===== config.mk =====
export PLATFORM = sky130hd
export DESIGN_NAME = wb_msg_reader
export DESIGN_NICKNAME = d
export VERILOG_FILES = /design/src/rtl/wb_msg_reader.sv
export SDC_FILE = /design/constraint.sdc
export NUM_CORES = 1
export LEC_CHECK = 0
export BUFFER_PORTS_ARGS = -buffer_cell sky130_fd_sc_hd__buf_2
export CORE_ASPECT_RATIO = 0.75
export CORE_UTILIZATION = 48
export CTS_CLUSTER_DIAMETER = 150
export CTS_CLUSTER_SIZE = 40
export DETAILED_ROUTE_END_ITERATION = 10
export GPL_TIMING_DRIVEN = 0
export PLACE_DENSITY = 0.84
export SLEW_MARGIN = 20
export SYNTH_ARGS = -nofsm -noshare
export SYNTH_HDL_FRONTEND = slang
export SYNTH_SLANG_ARGS = --single-unit
export TNS_END_PERCENT = 30

===== constraint.sdc =====
create_clock -name i_clk -period 2.4 [get_ports i_clk]
set_input_delay 0.48 -clock i_clk [delete_from_list [all_inputs] [get_ports i_clk]]
set_output_delay 0.48 -clock i_clk [all_outputs]
set_load 0.01 [all_outputs]

===== src/rtl/wb_msg_reader.sv =====
// Purpose: Wishbone pipelined initiator reading MSG_LEN bytes (addr 0..MSG_LEN-1) and handing each to a UART tx.
// Latency: i_start edge N -> o_cyc/o_stb in N+1; 3 cycles per byte unstalled, o_done 3*MSG_LEN cycles after start.
// Backpressure: i_stall holds REQ, i_tx_busy holds SEND; optional ack watchdog under macro WB_READER_TIMEOUT_EN.
module wb_msg_reader #(
    parameter int MSG_LEN = 12,
    parameter int AW      = 5,
    parameter int DW      = 8,
    parameter int TIMEOUT = 15
) (
    input  logic          i_clk,
    input  logic          i_reset,
    input  logic          i_start,
    output logic          o_busy,
    output logic          o_done,
    output logic          o_err,
    output logic          o_cyc,
    output logic          o_stb,
    output logic          o_we,
    output logic [AW-1:0] o_addr,
    input  logic          i_stall,
    input  logic          i_ack,
    input  logic [DW-1:0] i_data,
    output logic          o_tx_stb,
    output logic [DW-1:0] o_tx_data,
    input  logic          i_tx_busy
);

    localparam logic [1:0] S_IDLE = 2'd0;
    localparam logic [1:0] S_REQ  = 2'd1;
    localparam logic [1:0] S_WAIT = 2'd2;
    localparam logic [1:0] S_SEND = 2'd3;

    localparam logic [AW-1:0] LAST_ADDR = AW'(MSG_LEN - 1);

    logic [1:0] state;

`ifdef WB_READER_TIMEOUT_EN
    localparam int TW = $clog2(TIMEOUT + 1);
    localparam logic [TW-1:0] TMO_LAST = TW'(TIMEOUT - 1);
    logic [TW-1:0] tmo_cnt;
`else
    // Watchdog limit has no meaning when the watchdog is compiled out.
    logic unused_timeout;
    assign unused_timeout = ^TIMEOUT;
`endif

    // Read-only initiator.
    assign o_we = 1'b0;

    // Message sequencer: one single-beat read per byte, byte forwarded before the next request.
    always_ff @(posedge i_clk or posedge i_reset) begin
        if (i_reset) begin
            state     <= S_IDLE;
            o_busy    <= 1'b0;
            o_done    <= 1'b0;
            o_err     <= 1'b0;
            o_cyc     <= 1'b0;
            o_stb     <= 1'b0;
            o_addr    <= '0;
            o_tx_stb  <= 1'b0;
            o_tx_data <= '0;
`ifdef WB_READER_TIMEOUT_EN
            tmo_cnt   <= '0;
`endif
        end else begin
            o_done <= 1'b0;
            o_err  <= 1'b0;
            case (state)
                S_IDLE: begin
                    if (i_start) begin
                        state  <= S_REQ;
                        o_addr <= '0;
                        o_busy <= 1'b1;
                        o_cyc  <= 1'b1;
                        o_stb  <= 1'b1;
                    end
                end
                S_REQ: begin
                    // Request is taken by the responder on the first unstalled edge.
                    if (!i_stall) begin
                        state <= S_WAIT;
                        o_stb <= 1'b0;
`ifdef WB_READER_TIMEOUT_EN
                        tmo_cnt <= '0;
`endif
                    end
                end
                S_WAIT: begin
                    if (i_ack) begin
                        state     <= S_SEND;
                        o_cyc     <= 1'b0;
                        o_tx_stb  <= 1'b1;
                        o_tx_data <= i_data;
`ifdef WB_READER_TIMEOUT_EN
                    end else if (tmo_cnt == TMO_LAST) begin
                        // Responder never answered: abandon the whole message.
                        state  <= S_IDLE;
                        o_cyc  <= 1'b0;
                        o_busy <= 1'b0;
                        o_err  <= 1'b1;
                        o_addr <= '0;
                    end else begin
                        tmo_cnt <= tmo_cnt + 1'b1;
`endif
                    end
                end
                default: begin
                    if (!i_tx_busy) begin
                        o_tx_stb  <= 1'b0;
                        o_tx_data <= '0;
                        if (o_addr == LAST_ADDR) begin
                            state  <= S_IDLE;
                            o_busy <= 1'b0;
                            o_done <= 1'b1;
                            o_addr <= '0;
                        end else begin
                            state  <= S_REQ;
                            o_addr <= o_addr + 1'b1;
                            o_cyc  <= 1'b1;
                            o_stb  <= 1'b1;
                        end
                    end
                end
            endcase
        end
    end

endmodule


==> out/metrics.csv, run 1 <==
metric,value,unit
Reg-to-Reg End,o_addr[2],
Syn Std Cell Area,1010,sq um
Yosys top cell by area,dfrtp_1,
sequential share of the synthesized area,0.497,
Yosys cell types,29,
Worst path slowest cell,dfrtp_1,
highest clock rate,449,MHz
leakage,0.635,nW
skew final,0.0111,ns
Clock power frac,0.124,
critical path arrival,2.47,ns
Reg power frac,0.365,
DIE AREA,2290,sq um
gr ovfl total,0,
RD Place Congestion,0.853,
clock buffer count from CTS,3,
largest net degree at the start of global routing,21,
Chip Height,41.7,microns
post-cts sizing count,0,
worst reg-to-reg setup slack,0.17,ns
Nets,152,
Max VDD drop,788,uV
detailed-router iteration count before antenna repair,4,
port bufs,31,
postcts setup bufs,0,
Area contributors post-synth,"dfrtp_1 (50%), a22o_1 (7.8%), ha_1 (7.5%), a21oi_1 (5.0%), mux2_2 (2.2%)",
vias in the first global route,830,
first-pass GRT wire length,3600,microns
switching power,0.000667,W
Die Wd,54.9,microns
Setup crit end kind,register,
DR vias/cell,5.67,
combinational power share,0.511,
Worst Setup EP,o_addr[2],
effective utilization at floorplan,0.543,
Pint,0.000916,W
final std cells w/o fill,153,
Avg WL per Cell,14.2,microns
Multi-input gate area,469,sq um
# H-tree levels,1,
initial antenna violation count,0,
CTS tree,done,
PD cells,1290,nW/um^2
Vias,867,
most frequent cells in the layout,"buf_2 (31), dfrtp_1 (20), a21oi_1 (10)",
DRC Markers,0,
Final HPWL DP,1630,microns
YS warnings,0,
final period utilization,0.927,
share of cells above drive strength 1,0.305,
Period minus WS final,2.23,ns
cells after synthesis,95,
RSZ-0062 raised after global routing,false,
#FFs+latches synth,20,
Skew-Pair Late Insertion Delay,0.31,ns
Antenna diodes,0,
CTS Root Cell,clkbuf_4,
Clock Pin Slew Worst Setup and Hold Paths,0.11,ns
CORE AREA,1850,sq um
Sw Ratio,0.421,
outcome,finished clean,
IO Count,34,
max_cap viols,0,
Hold Fails Final Rpt,0,
"Core Util, Final",0.663,
clk buf depth,2,
Fin Hold WS,0.272,ns
worst rel slew slack,0.439,
Critical path origin,state[0],
Iteration-0 DRC Markers,17,
Synth top area share,0.497,
"critical path fanouts, max",8,
total clock sinks,20,
post-route setup TNS,0,ns
DRT antenna net count,0,
critical path class,register to register,
max-slew violation count,0,
CTS Hold Bufs,0,
final setup fails,0,
row count,13,
Hold Crit Class,primary input to async pin,
CP required,2.65,ns
worst path cell trace,inv_1 > ha_1 > nor2b_4 > or3_1 > clkbuf_1 > or4b_1 > o21ai_1,
Routed WL,2180,microns
Reg-to-Reg Start,state[0],
"most common cell after layout, fill and taps aside",buf_2,
Total GRT Usage,0.221,
FF/Latch Area,500,sq um
placed insts,149,
area grow syn2layout,22.1,%
Max stage delay on crit path,0.52,ns
Filler cells,158,
CP Launch Type,register,
FF-to-FF path depth,7,
"Avg Cell Area, Syn",10.6,sq um
Worst Max-Slew Pin Slew,0.835,ns
-- critical path, delay by kind of cell, from the launching register on --
kind | cells | cell delay [ns]
and+or+nand+nor | 3 | 0.97
adders and majority gates | 1 | 0.27
buffers and inverters | 2 | 0.29
AOI/OAI and AO/OA | 1 | 0.12
DFF | 1 | 0.52
-- worst min path at each step --
stage | depth (start not counted) | endpoint | slack [ns]
floorplan | 1 | o_addr[0] | 0.44
global placement | 1 | o_tx_data[7] | 0.48
detailed placement | 1 | o_tx_data[0] | 0.48
CTS | 2 | o_done | 0.32
global route | 2 | o_done | 0.37
finish | 2 | o_done | 0.27
-- cell type report --
type,instances,area share
Timing Repair Buffer,31,0.126
Buffer,4,0.0183
Inverter,5,0.0153
Clock buffer,4,0.0295
Sequential cell,20,0.407
Multi-Input combinational cell,67,0.381
Tap cell,22,0.0224
-- cell families after synthesis --
family,after synthesis,synth area share
xor gates and xnor gates,1,0.00870
and+or+nand+nor,28,0.161
adders and majority gates,6,0.0745
DFF,20,0.497
muxes,3,0.0323
other,1,0.00372
buffers and inverters,9,0.0410
AOI/OAI and AO/OA,27,0.181
-- per-stage QoR --
step | power (W) | worst slack, ns | instance area [sq um]
after floorplan | 0.00113 | 0.394 | 1010
final | 0.00158 | 0.174 | 1230
after global routing | 0.00172 | 0.0602 | 1230
after detailed placement | 0.00139 | 0.195 | 1190
after global placement | 0.00134 | 0.281 | 1190
after CTS | 0.00159 | 0.187 | 1230
-- power groups by stage --
stage / logic (W) / clock network (W) / registers, W
CTS: 0.000812 / 0.000203 / 0.000576
global placement: 0.000767 / 0 / 0.000571
floorplan: 0.000519 / 0 / 0.000616
finish: 0.000810 / 0.000196 / 0.000578
global route: 0.000904 / 0.000218 / 0.000596
detailed placement: 0.000803 / 0 / 0.000583
-- flip-flops by register name, indices dropped and copies added (netlist names) --
| name | count |
|---|---|
| o_done | 1 |
| o_tx_data | 8 |
| o_addr | 5 |
| o_tx_stb | 1 |
| state | 2 |
| o_busy | 1 |
| o_stb | 1 |
| o_cyc | 1 |
-- synthesized netlist by cell type --
cell type,count
nand2b_1,1
conb_1,1
or3_1,2
a31oi_1,2
or4b_1,1
xnor2_1,1
nand3_1,3
o21ai_0,1
a22o_1,9
inv_1,5
mux2_2,2
mux2i_1,1
a21oi_1,10
nor2_1,4
dfrtp_1,20
nor4_1,2
o21ai_1,2
nand2_1,5
nor2b_4,1
a211o_1,1
buf_4,2
nand3b_1,1
clkbuf_1,2
a221oi_1,2
nor3_1,4
nor2b_1,2
and2_1,1
and4bb_1,1
ha_1,6
-- metal layers --
| metal | track usage | part of all wire |
|---|---|---|
| met1 | 0.282 | 0.44 |
| met2 | 0.340 | 0.48 |
| met3 | 0.0989 | 0.071 |
| met4 | 0.0550 | 0.0064 |
| met5 | 0 | 0 |
Power figures use the tool's default switching activity.
==> run 2, diff against run 1 <==
Settings changed: GPL_TIMING_DRIVEN 0 to default.
==> run 2 against run 1 <==
  * Highest routed layer is now met3
  * Wire length is 8.6% lower
  * Die area stayed put
  * Largest cell class unchanged
  * Sequential power is 0.9% lower
  * Final cell count is 1.3% lower
  * Fmax is 1.9% higher
==> out/metrics.csv, run 2 (synthesis gave the netlist of run 1 again) <==
metric,value,unit,change
outcome,finished clean,,
Antenna diodes,0,,unchanged
CP Launch Type,register,,
worst rel slew slack,0.515,,+0.0759
Hold Fails Final Rpt,0,,unchanged
RSZ-0062 raised after global routing,false,,
Routed WL,1990,microns,-8.6%
DIE AREA,2290,sq um,unchanged
area grow syn2layout,21.4,%,
largest net degree at the start of global routing,21,,unchanged
Nets,150,,-1.3%
DRT antenna net count,0,,unchanged
Clock Pin Slew Worst Setup and Hold Paths,0.11,ns,about the same
Setup crit end kind,register,,
Final HPWL DP,1500,microns,-8.5%
Buf/Inv on CP,2,,unchanged
DR vias/cell,5.44,,-3.9%
Hold Crit Class,primary input to async pin,,
row count,13,,unchanged
post-route setup TNS,0,ns,unchanged
CP required,2.63,ns,-0.02 ns
skew final,0.00621,ns,-0.00491 ns
post-cts sizing count,0,,unchanged
Max VDD drop,673,uV,-15%
detailed-router iteration count before antenna repair,4,,unchanged
Worst path top cell family by delay,simple AND/OR/NAND/NOR gates,,
Skew-Pair Late Insertion Delay,0.30,ns,about the same
final period utilization,0.910,,-0.0173
Avg WL per Cell,13.2,microns,-7.4%
Max stage delay on crit path,0.49,ns,-0.03 ns
DRC Markers,0,,unchanged
max-slew violation count,0,,unchanged
critical path class,register to register,,
max_cap viols,0,,unchanged
CORE AREA,1850,sq um,unchanged
clock buffer count from CTS,3,,unchanged
highest clock rate,458,MHz,+1.9%
Chip Height,41.7,microns,unchanged
biggest regs,"o_tx_data (8), o_addr (5), state (2)",,
port bufs,31,,unchanged
Period minus WS final,2.18,ns,-0.0414 ns
effective utilization at floorplan,0.543,,unchanged
Die Wd,54.9,microns,unchanged
CTS Root Cell,clkbuf_4,,
Worst path slowest cell,or4b_1,,
clk buf depth,2,,unchanged
postcts setup bufs,0,,unchanged
CTS Hold Bufs,0,,unchanged
Iteration-0 DRC Markers,25,,+8
RD Place Congestion,0.908,,+6.5%
Total GRT Usage,0.195,,-0.0265
leakage,0.632,nW,-0.43%
Vias,822,,-5.2%
critical path arrival,2.42,ns,-0.05 ns
PD cells,1280,nW/um^2,-0.60%
"critical path fanouts, max",11,,+3
share of cells above drive strength 1,0.310,,+0.00473
"Core Util, Final",0.659,,-0.00405
total clock sinks,20,,unchanged
Worst Max-Slew Pin Slew,0.727,ns,-0.108 ns
"most common cell after layout, fill and taps aside",buf_2,,
gr ovfl total,0,,unchanged
first-pass GRT wire length,3280,microns,-9.0%
vias in the first global route,730,,-12%
CTS tree,done,,
most frequent cells in the layout,"buf_2 (31), dfrtp_1 (20), a21oi_1 (10)",,
initial antenna violation count,0,,unchanged
final setup fails,0,,unchanged
Reg with most FFs,o_tx_data,,
# H-tree levels,1,,unchanged
worst path cell trace,inv_1 > ha_1 > buf_4 > nor2b_1 > or3_1 > or4b_1 > o21ai_1,,
max FFs per register,8,,unchanged
IO Count,34,,unchanged
[run 2: cell count changes in the layout (fill, tap and decap cells not counted), sizes merged]
cell and change:
clkbuf -2
[run 2: area by class of cell]
type / count / area, sq um
clock buffer: 4 / 36.3
timing repair buffer: 33 / 170
tap: 22 / 27.5
inverter: 5 / 18.8
multi-input combinational: 67 / 469
sequential: 20 / 500
fill: 144 / 632
[run 2: final timing paths]
path	startpoint	endpoint	slack (ns)	depth (start not counted)
hold / removal	i_reset	o_stb	0.28	2
setup / recovery	state[1]	o_addr[2]	0.22	7
max in group asynchronous	i_reset	o_addr[0]	1.66	2
hold reg to reg	o_tx_data[4]	o_tx_data[4]	0.51	1
setup reg to reg	state[1]	o_addr[2]	0.22	7
min in group i_clk	i_data[7]	o_tx_data[7]	0.39	2
[run 2: per-layer routing]
| layer | vias to the layer above | GRT usage | part of all wire |
|---|---|---|---|
| met3 | 0 | 0.0806 | 0.063 |
| li1 | 412 | - | - |
| met5 | - | 0 | 0 |
| met1 | 380 | 0.270 | 0.48 |
| met2 | 30 | 0.294 | 0.45 |
| met4 | 0 | 0.0200 | 0 |
[run 2: per-stage QoR]
stage / hold WS [ns] / worst slack (ns) / area [sq um] / instances / total power (W)
floorplan: 0.444 / 0.394 / 1010 / 96 / 0.00113
global route: 0.347 / 0.0684 / 1220 / 151 / 0.00171
global placement: 0.476 / 0.331 / 1190 / 147 / 0.00135
finish: 0.283 / 0.215 / 1220 / 151 / 0.00156
CTS: 0.311 / 0.236 / 1220 / 151 / 0.00157
detailed placement: 0.477 / 0.244 / 1190 / 147 / 0.00137
[run 2: power breakdown]
part	total (W)	internal (W)	switching, W
Sequential	0.000573	0.000465	0.000108
Combinational	0.000801	0.000364	0.000438
Clock	0.000190	0.0000925	0.0000975
Total	0.00156	0.000921	0.000644
